$ cat config.mk
export PLATFORM = sky130hd
export DESIGN_NAME = spmv_row_issuer_flat
export DESIGN_NICKNAME = d
export VERILOG_FILES = /design/src/rtl/spmv_row_issuer_if.sv /design/src/rtl/spmv_row_issuer.sv /design/src/flat_wrapper.sv
export SDC_FILE = /design/constraint.sdc
export NUM_CORES = 1
export LEC_CHECK = 0
export ABC_AREA = 1
export CORE_MARGIN = 3
export CORE_UTILIZATION = 35
export DETAILED_ROUTE_END_ITERATION = 10
export PLACE_DENSITY = 0.56
export SETUP_SLACK_MARGIN = 0.2
export SYNTH_ARGS = -nofsm -noshare
export SYNTH_HDL_FRONTEND = slang
export SYNTH_SLANG_ARGS = --single-unit
$ cat constraint.sdc
create_clock -name clk -period 15.94 [get_ports clk]
set_clock_uncertainty 0.2 [all_clocks]
set_input_delay 4.782 -clock clk [delete_from_list [all_inputs] [get_ports clk]]
set_output_delay 4.782 -clock clk [all_outputs]
set_load 0.01 [all_outputs]
$ cat src/rtl/spmv_row_issuer_if.sv
// spmv_row_issuer_if: valid/ready stream bundle used for every issuer stream port
interface spmv_row_issuer_if #(parameter int DW = 64);
  logic [DW-1:0] tdata;
  logic          tvalid;
  logic          tready;
  modport master(output tdata, tvalid, input tready);
  modport slave(input tdata, tvalid, output tready);
endinterface

$ cat src/rtl/spmv_row_issuer.sv
// spmv_row_issuer: turns CSR row pointers, values and columns into A/B/TIMES streams for the dot engine.
// Optional SPMV_ISSUE_SKIP_EMPTY_EN suppresses the TIMES beat of empty rows.
module spmv_row_issuer #(
  parameter int XADDR_W = 16
) (
  input  logic                 clk,
  input  logic                 rstn,
  spmv_row_issuer_if.slave     rowptr_s,
  input  logic                 S_AXIS_ROWPTR_tlast,
  spmv_row_issuer_if.slave     val_s,
  spmv_row_issuer_if.slave     col_s,
  spmv_row_issuer_if.master    a_m,
  spmv_row_issuer_if.master    b_m,
  spmv_row_issuer_if.master    times_m,
  output logic                 x_rd_en,
  output logic [XADDR_W-1:0]   x_rd_addr,
  input  logic [63:0]          x_rd_data,
  output logic                 err_ptr,
  output logic                 err_col,
  output logic                 busy
);
  typedef enum logic [1:0] {IDLE, ROW, TIMES, ELEM} state_t;
  state_t      state_q, state_d;
  logic [31:0] prev_q, prev_d, len_q, len_d, rem_q, rem_d, len_new;
  logic        last_q, last_d, err_ptr_q, err_ptr_d, err_col_q, err_col_d;
  logic        s1_v_q, s1_v_d;
  logic [63:0] s1_val_q;
  logic [63:0] qa_q [2];
  logic [63:0] qb_q [2];
  logic [1:0]  cnt_q, cnt_d, occ, sa_q, sa_d, sb_q, sb_d;
  logic        rd_q, rd_d, wr_q, wr_d;
  logic        ptr_fire, bad, fire_a, fire_b, retire, pop;
  assign rowptr_s.tready = rstn && (state_q == IDLE || state_q == ROW);
  assign ptr_fire = rowptr_s.tvalid && rowptr_s.tready;
  assign bad      = rowptr_s.tdata < prev_q;
  assign len_new  = bad ? 32'd0 : rowptr_s.tdata - prev_q;
  assign a_m.tvalid = cnt_q != 2'd0 && !sa_q[rd_q];
  assign b_m.tvalid = cnt_q != 2'd0 && !sb_q[rd_q];
  assign a_m.tdata  = qa_q[rd_q];
  assign b_m.tdata  = qb_q[rd_q];
  assign times_m.tvalid = state_q == TIMES;
  assign times_m.tdata  = len_q;
  assign fire_a = a_m.tvalid && a_m.tready;
  assign fire_b = b_m.tvalid && b_m.tready;
  // Head retires once both halves are out, freeing its slot in the same cycle
  assign retire = cnt_q != 2'd0 && (sa_q[rd_q] || fire_a) && (sb_q[rd_q] || fire_b);
  assign occ    = cnt_q + {1'b0, s1_v_q} - {1'b0, retire};
  assign pop    = rstn && state_q == ELEM && val_s.tvalid && col_s.tvalid && occ < 2'd2;
  assign val_s.tready = pop;
  assign col_s.tready = pop;
  assign x_rd_en   = pop;
  assign x_rd_addr = pop ? col_s.tdata[XADDR_W-1:0] : '0;
  assign err_ptr = err_ptr_q;
  assign err_col = err_col_q;
  assign busy    = state_q != IDLE || cnt_q != 2'd0 || s1_v_q;
  always_comb begin
    state_d   = state_q;
    prev_d    = prev_q;
    len_d     = len_q;
    rem_d     = rem_q;
    last_d    = last_q;
    err_ptr_d = err_ptr_q;
    case (state_q)
      IDLE: if (ptr_fire) begin
        prev_d  = rowptr_s.tdata;
        state_d = S_AXIS_ROWPTR_tlast ? IDLE : ROW;
      end
      ROW: if (ptr_fire) begin
        prev_d    = rowptr_s.tdata;
        len_d     = len_new;
        last_d    = S_AXIS_ROWPTR_tlast;
        err_ptr_d = err_ptr_q | bad;
`ifdef SPMV_ISSUE_SKIP_EMPTY_EN
        state_d   = len_new != 32'd0 ? TIMES : S_AXIS_ROWPTR_tlast ? IDLE : ROW;
`else
        state_d   = TIMES;
`endif
      end
      TIMES: if (times_m.tready) begin
        rem_d   = len_q;
        state_d = len_q != 32'd0 ? ELEM : last_q ? IDLE : ROW;
      end
      default: if (pop) begin
        rem_d   = rem_q - 32'd1;
        state_d = rem_q != 32'd1 ? ELEM : last_q ? IDLE : ROW;
      end
    endcase
  end
  always_comb begin
    cnt_d     = occ;
    rd_d      = rd_q ^ retire;
    wr_d      = wr_q ^ s1_v_q;
    s1_v_d    = pop;
    err_col_d = err_col_q | (pop && |col_s.tdata[31:XADDR_W]);
    sa_d      = sa_q;
    sb_d      = sb_q;
    if (fire_a) sa_d[rd_q] = 1'b1;
    if (fire_b) sb_d[rd_q] = 1'b1;
    if (s1_v_q) sa_d[wr_q] = 1'b0;
    if (s1_v_q) sb_d[wr_q] = 1'b0;
  end
  always_ff @(posedge clk or negedge rstn) begin
    if (!rstn) begin
      state_q   <= IDLE;
      prev_q    <= '0;
      len_q     <= '0;
      rem_q     <= '0;
      last_q    <= 1'b0;
      err_ptr_q <= 1'b0;
      err_col_q <= 1'b0;
      s1_v_q    <= 1'b0;
      cnt_q     <= '0;
      rd_q      <= 1'b0;
      wr_q      <= 1'b0;
      sa_q      <= '0;
      sb_q      <= '0;
    end else begin
      state_q   <= state_d;
      prev_q    <= prev_d;
      len_q     <= len_d;
      rem_q     <= rem_d;
      last_q    <= last_d;
      err_ptr_q <= err_ptr_d;
      err_col_q <= err_col_d;
      s1_v_q    <= s1_v_d;
      cnt_q     <= cnt_d;
      rd_q      <= rd_d;
      wr_q      <= wr_d;
      sa_q      <= sa_d;
      sb_q      <= sb_d;
    end
  end
  always_ff @(posedge clk) begin
    if (pop) s1_val_q <= val_s.tdata;
    if (s1_v_q) begin
      qa_q[wr_q] <= s1_val_q;
      qb_q[wr_q] <= x_rd_data;
    end
  end
endmodule

$ cat src/flat_wrapper.sv
// flat-port wrapper written by rule: the top's interface ports become plain ports
module spmv_row_issuer_flat 
#(
  parameter int XADDR_W = 16
)
  (clk, rstn, S_AXIS_ROWPTR_tlast, x_rd_en, x_rd_addr, x_rd_data, err_ptr, err_col, busy, rowptr_s_tdata, rowptr_s_tvalid, rowptr_s_tready, val_s_tdata, val_s_tvalid, val_s_tready, col_s_tdata, col_s_tvalid, col_s_tready, a_m_tdata, a_m_tvalid, a_m_tready, b_m_tdata, b_m_tvalid, b_m_tready, times_m_tdata, times_m_tvalid, times_m_tready);
  spmv_row_issuer_if #(.DW(32)) rowptr_s_i ();
  spmv_row_issuer_if #(.DW(64)) val_s_i ();
  spmv_row_issuer_if #(.DW(32)) col_s_i ();
  spmv_row_issuer_if #(.DW(64)) a_m_i ();
  spmv_row_issuer_if #(.DW(64)) b_m_i ();
  spmv_row_issuer_if #(.DW(32)) times_m_i ();
  input  logic clk;
  input  logic rstn;
  input  logic S_AXIS_ROWPTR_tlast;
  output logic x_rd_en;
  output logic [XADDR_W-1:0] x_rd_addr;
  input  logic [63:0] x_rd_data;
  output logic err_ptr;
  output logic err_col;
  output logic busy;
  input wire logic [$bits(rowptr_s_i.tdata)-1:0] rowptr_s_tdata;
  input wire logic [$bits(rowptr_s_i.tvalid)-1:0] rowptr_s_tvalid;
  output wire logic [$bits(rowptr_s_i.tready)-1:0] rowptr_s_tready;
  input wire logic [$bits(val_s_i.tdata)-1:0] val_s_tdata;
  input wire logic [$bits(val_s_i.tvalid)-1:0] val_s_tvalid;
  output wire logic [$bits(val_s_i.tready)-1:0] val_s_tready;
  input wire logic [$bits(col_s_i.tdata)-1:0] col_s_tdata;
  input wire logic [$bits(col_s_i.tvalid)-1:0] col_s_tvalid;
  output wire logic [$bits(col_s_i.tready)-1:0] col_s_tready;
  output wire logic [$bits(a_m_i.tdata)-1:0] a_m_tdata;
  output wire logic [$bits(a_m_i.tvalid)-1:0] a_m_tvalid;
  input wire logic [$bits(a_m_i.tready)-1:0] a_m_tready;
  output wire logic [$bits(b_m_i.tdata)-1:0] b_m_tdata;
  output wire logic [$bits(b_m_i.tvalid)-1:0] b_m_tvalid;
  input wire logic [$bits(b_m_i.tready)-1:0] b_m_tready;
  output wire logic [$bits(times_m_i.tdata)-1:0] times_m_tdata;
  output wire logic [$bits(times_m_i.tvalid)-1:0] times_m_tvalid;
  input wire logic [$bits(times_m_i.tready)-1:0] times_m_tready;
  assign rowptr_s_i.tdata = rowptr_s_tdata;
  assign rowptr_s_i.tvalid = rowptr_s_tvalid;
  assign rowptr_s_tready = rowptr_s_i.tready;
  assign val_s_i.tdata = val_s_tdata;
  assign val_s_i.tvalid = val_s_tvalid;
  assign val_s_tready = val_s_i.tready;
  assign col_s_i.tdata = col_s_tdata;
  assign col_s_i.tvalid = col_s_tvalid;
  assign col_s_tready = col_s_i.tready;
  assign a_m_tdata = a_m_i.tdata;
  assign a_m_tvalid = a_m_i.tvalid;
  assign a_m_i.tready = a_m_tready;
  assign b_m_tdata = b_m_i.tdata;
  assign b_m_tvalid = b_m_i.tvalid;
  assign b_m_i.tready = b_m_tready;
  assign times_m_tdata = times_m_i.tdata;
  assign times_m_tvalid = times_m_i.tvalid;
  assign times_m_i.tready = times_m_tready;
  spmv_row_issuer #(.XADDR_W(XADDR_W)) u_core (.clk(clk), .rstn(rstn), .rowptr_s(rowptr_s_i), .S_AXIS_ROWPTR_tlast(S_AXIS_ROWPTR_tlast), .val_s(val_s_i), .col_s(col_s_i), .a_m(a_m_i), .b_m(b_m_i), .times_m(times_m_i), .x_rd_en(x_rd_en), .x_rd_addr(x_rd_addr), .x_rd_data(x_rd_data), .err_ptr(err_ptr), .err_col(err_col), .busy(busy));
endmodule
* Yosys cells after proc, flatten, opt, wreduce, memory -nomap -nowiden
Memory sizes are Yosys's and may differ from the RTL's.
Index checks and enable logic that the tools add are counted.
** Storage, ports and cells
- RAM bits :: 256
- Output and inout port bits :: 186
- Logic and storage cells :: 105
- Input port bits :: 201
- Register bits :: 174
- Memories kept :: 2
** Memory list
- u_core.qa_q :: words 2, width 64, rd ports 1, clocked after memory_dff 0, wr ports 1, line spmv_row_issuer.sv:28 : logic [63:0] qa_q [2];
- u_core.qb_q :: words 2, width 64, rd ports 1, clocked after memory_dff 0, wr ports 1, line spmv_row_issuer.sv:29 : logic [63:0] qb_q [2];
** Operators by class
- Add/subtract/negate cells :: 4
- Equality and inequality tests :: 7
- Muxes and demuxes :: 28
- Reduce and logical (&&, ||, !) cells :: 34
- Magnitude comparators :: 6
- Bitwise operators :: 10
** Operators by type and width (number)
- $mux W32 :: 3
- $pmux W32 S2 :: 1
- $lt A32 B32 Y1 :: 1
- $ne A32 B1 Y1 const B :: 1
- $reduce_bool A32 Y1 :: 1
- $sub A32 B1 Y32 const B :: 1
- $sub A32 B32 Y32 :: 1
- $mux W2 :: 10
- $mux W16 :: 1
- $reduce_or A16 Y1 :: 1
- $logic_and A1 B1 Y1 :: 15
- $mux W1 :: 10
- $ne A2 B1 Y1 const B :: 3
- $pmux W2 S3 :: 1
- $reduce_bool A2 Y1 :: 3
- $logic_or A1 B1 Y1 :: 5
- $and A2 B2 Y2 :: 2
- $eq A2 B2 Y1 const B :: 2
- $lt A1 B2 Y1 const B :: 2
- $or A2 B2 Y2 :: 2
- $reduce_and A2 Y1 :: 2
- $reduce_and A4 Y1 :: 1
- $reduce_bool A4 Y1 :: 1
- $reduce_and A3 Y1 :: 1
- 13 further kinds :: 18

* Longest topological paths before layout
- Depth after elaboration :: 13
- Depth in mapped cells :: 18
- Depth with buffers taken out :: 16

* Least setup slack after synthesis
No wires, ideal clock.
- Path type :: input to output
- Start point :: in a_m_tready
- End point :: out val_s_tready
- Stages on the path :: 11
- Required time :: 10.958 ns
- Arrival time :: 7.772 ns
- Path slack :: 3.186 ns
- Buffers on the path :: 2
- Cells stage by stage :: nor2_1 > nor3_1 > ha_1 > inv_1 > ha_1 > xor2_1 > xnor2_1 > nand2_1 > buf_2 > inv_1 > buf_4
** Between the ends
- Word-level cells in the longest chain between the ends :: 7
** RTL lines
- start, declared :: line flat_wrapper.sv:33 : input wire logic [$bits(a_m_i.tready)-1:0] a_m_tready;
- $logic_and A1 B1 Y1 :: line spmv_row_issuer.sv:43 : assign fire_a = a_m.tvalid && a_m.tready;
- $logic_or A1 B1 Y1 :: line spmv_row_issuer.sv:46 : assign retire = cnt_q != 2'd0 && (sa_q[rd_q] || fire_a) && (sb_q[rd_q] || fire_b);
- $logic_and A1 B1 Y1 (2 in series) :: line spmv_row_issuer.sv:46
- $sub A2 B1 Y2 :: line spmv_row_issuer.sv:47 : assign occ = cnt_q + {1'b0, s1_v_q} - {1'b0, retire};
- $lt A2 B2 Y1 :: line spmv_row_issuer.sv:48 : assign pop = rstn && state_q == ELEM && val_s.tvalid && col_s.tvalid && occ < 2'd2;
- $logic_and A1 B1 Y1 :: line spmv_row_issuer.sv:48
- end, declared :: line flat_wrapper.sv:27 : output wire logic [$bits(val_s_i.tready)-1:0] val_s_tready;
Every way passes these cells.

* Final worst setup path
- Start point :: in a_m_tready
- End point :: out col_s_tready
** Between the ends
- Word-level cells in the longest chain between the ends :: 7
** RTL lines
- $logic_and A1 B1 Y1 :: line spmv_row_issuer.sv:43
- $logic_or A1 B1 Y1 :: line spmv_row_issuer.sv:46
- $logic_and A1 B1 Y1 (2 in series) :: line spmv_row_issuer.sv:46
- $sub A2 B1 Y2 :: line spmv_row_issuer.sv:47
- $lt A2 B2 Y1 :: line spmv_row_issuer.sv:48
- $logic_and A1 B1 Y1 :: line spmv_row_issuer.sv:48
- end, declared :: line flat_wrapper.sv:30 : output wire logic [$bits(col_s_i.tready)-1:0] col_s_tready;
Every way passes these cells.

==> metrics.yaml <==
outcome: "completed"
synth_edf_count: 320
via_per_inst: 4.63
async_flop_share_pct: 25.6
dieArea_mm2: 0.0583
portBuffers: 386
tightest_slew_ns: 1.11
grt_pass1_vias: 14100
cts_tree: "yes"
cts_resized: 0
cp_data_required_time_ns: 10.96
ioPinCount: 387
vdd_drop_max_v: 0.0000784
path_class: "input pin to output pin"
drc: 0
final_cell_area_mm2: 0.0256
cp_num_buf_inv: 5
syn_to_final_growth_pct: 32.0
worstPathArrival_ns: 8.20
ys_seq_area_share_pct: 63.8
wl_um: 55700
fillers: 5122
start_util_pct: 35.7
setup_viol: 0
cp-start-kind: "input pin"
rows: 85
synthFlopType: "edfxtp_1"
cts.reportedPaths.clkPinSlew_ns: 0.06
antenna_found_initial: 6
cts_buffers: 48
final_cell_mix: "nand2_1 (764), clkdlybuf4s50_1 (385), edfxtp_1 (320)"
hold_slack_ns: 0.235
vias: 14600
hold_viol_final: 0
clk_path_buf_depth: 3
critPathCaptureType: "output pin"
overflow: 0
die_x_um: 241
crit_chain: "clkdlybuf4s50_1, nor2_1, nor3_1, ha_1, inv_1, ha_1, xor2_1, xnor2_1, nand2_1, inv_2, buf_4, clkdlybuf4s50_1"
fin_util_pct: 47.1
p_leak_nw: 10.8
post_drt_wl_per_cell_um: 17.6
root_buffer: "clkbuf_16"
grt_use_total_pct: 18.4
postCtsSetupBuffers: 0
cap_violations: 0
synth_area_mm2: 0.0194
grt_max_degree: 133
die_h_um: 241
core_mm2: 0.0543
place_congestion: 0.913
power_density_mw_per_mm2: 173
fin_setup_tns_ns: 0
crit_slowest_cell: "clkdlybuf4s50_1"
setup_slack_ns: 2.76
final_common_cell: "nand2_1"
clock-sinks: 430
htreeDepth: 2
maxSlewHeadroom_pct: 25.8
first_pass_iters: 5
grt_first_pass_wirelength_um: 82100
grt_setup_unrepaired: "false"
yosys.area.top_type: "edfxtp_1"
drive_above_1_share_pct: 4.71
period_needed_ns: 13.18
final.period_utilization_pct: 82.7
dpl_cell_area_mm2: 0.0240
dp_slack_ns: 2.66
synthCells: 1994
critPathMaxFanout: 36
ys_ff_latch: 430
netlist.area_leader.share_pct: 49.6
clock_latency_ns: 0.60
hold_class: "register to register"
detail_route.iter0.violations: 958
syn-num-nets: 2234
ys_top_cells_by_area: "edfxtp_1 (50%), nand2_1 (15%), dfrtp_1 (14%), inv_1 (4.1%), nor2_1 (2.7%)"
synth_warnings: 0
syn_area_per_cell_um2: 9.72
slowest_delay_ns: 0.65
synth_cell_type_count: 43
num-nets-final: 2623
ant_nets: 0
postCtsHoldBufs: 0
crit_family: "buffers and inverters"
drv_slew: 0
hpwl_um: 39800
max_freq_mhz: 75.9
## report_power, final
part	switching, mW	internal, mW
sequential	0.150	1.40
clock	0.456	0.631
combinational	1.07	0.713
total	1.68	2.74
## flip-flops by register name (all words and copies together) (netlist names), 2 cells and up
name and count:
u_core.sa_q 2, u_core.qb_q 128, u_core.s1_val_q 64, u_core.times_m.tdata 32
u_core.state_q 2, u_core.sb_q 2, u_core.prev_q 32, u_core.cnt_q 2
u_core.rem_q 32, u_core.qa_q 128
## path summary, 6_finish.rpt
path / start / endpoint / slack, ns / cells past startpoint
min in group asynchronous: rstn / u_core.prev_q[30] / 4.30 / 2
hold reg to reg: u_core.s1_val_q[22] / u_core.qa_q[0][22] / 0.24 / 0
max in group asynchronous: rstn / u_core.times_m.tdata[22] / 10.03 / 3
setup reg to reg: u_core.rd_q / u_core.rem_q[3] / 10.53 / 16
setup / recovery: a_m_tready / col_s_tready / 2.76 / 12
hold / removal: u_core.s1_val_q[22] / u_core.qa_q[0][22] / 0.24 / 0
## per-stage QoR
step                power (mW)  instances
floorplan                 2.57       1994
global placement          3.35       3072
detailed placement        3.37       3072
CTS                       4.48       3158
global route              4.72       3161
finish                    4.42       3164
## Yosys cell counts, types with 3 or more instances
cell	number
o21ai_1	6
a21oi_1	46
o21bai_1	5
nor3_1	18
nor2_1	141
and2_1	3
xor2_1	9
nand4_1	21
xnor2_1	18
o211ai_1	4
inv_1	214
buf_2	5
buf_4	3
nand2_2	7
nand3_1	55
nor2_4	3
inv_2	3
nand3_2	11
o22ai_1	12
nor4_1	10
dfrtp_1	110
edfxtp_1	320
nand3b_1	6
o21ai_0	93
nand2_1	764
ha_1	38
clkbuf_1	45
nor2_2	4
## per-layer routing
| layer | vias up | GRT usage [%] | share of wire, % |
|---|---|---|---|
| met5 | - | 0 | 0.074 |
| met4 | 6 | 5.65 | 2.5 |
| met3 | 72 | 3.71 | 6.1 |
| met2 | 403 | 30.0 | 48 |
| met1 | 6875 | 24.9 | 44 |
| li1 | 7281 | - | - |
## layout make-up
type                            count  area, um^2  share of cell area [%]
Antenna cell                        6        15.0                  0.0587
Clock buffer                       58        1260                    4.92
Clock inverter                     28         290                    1.13
Inverter                          219         830                    3.24
Multi-Input combinational cell   1288        5980                    23.4
Sequential cell                   430       12400                    48.3
Tap cell                          739         925                    3.61
Timing Repair Buffer              396        3940                    15.4
## logic make-up (layout without fill, tap and decap cells)
group	after synthesis	in the layout	share of synthesized area, %
xor gates and xnor gates	27	27	1.22
other	0	6	0
DFF	430	430	63.8
AOI/OAI and AO/OA	172	172	4.74
and+or+nand+nor	1050	1050	22.2
adders and majority gates	39	39	2.56
buffers and inverters	276	701	5.54
(Power assumes the default switching activity.)
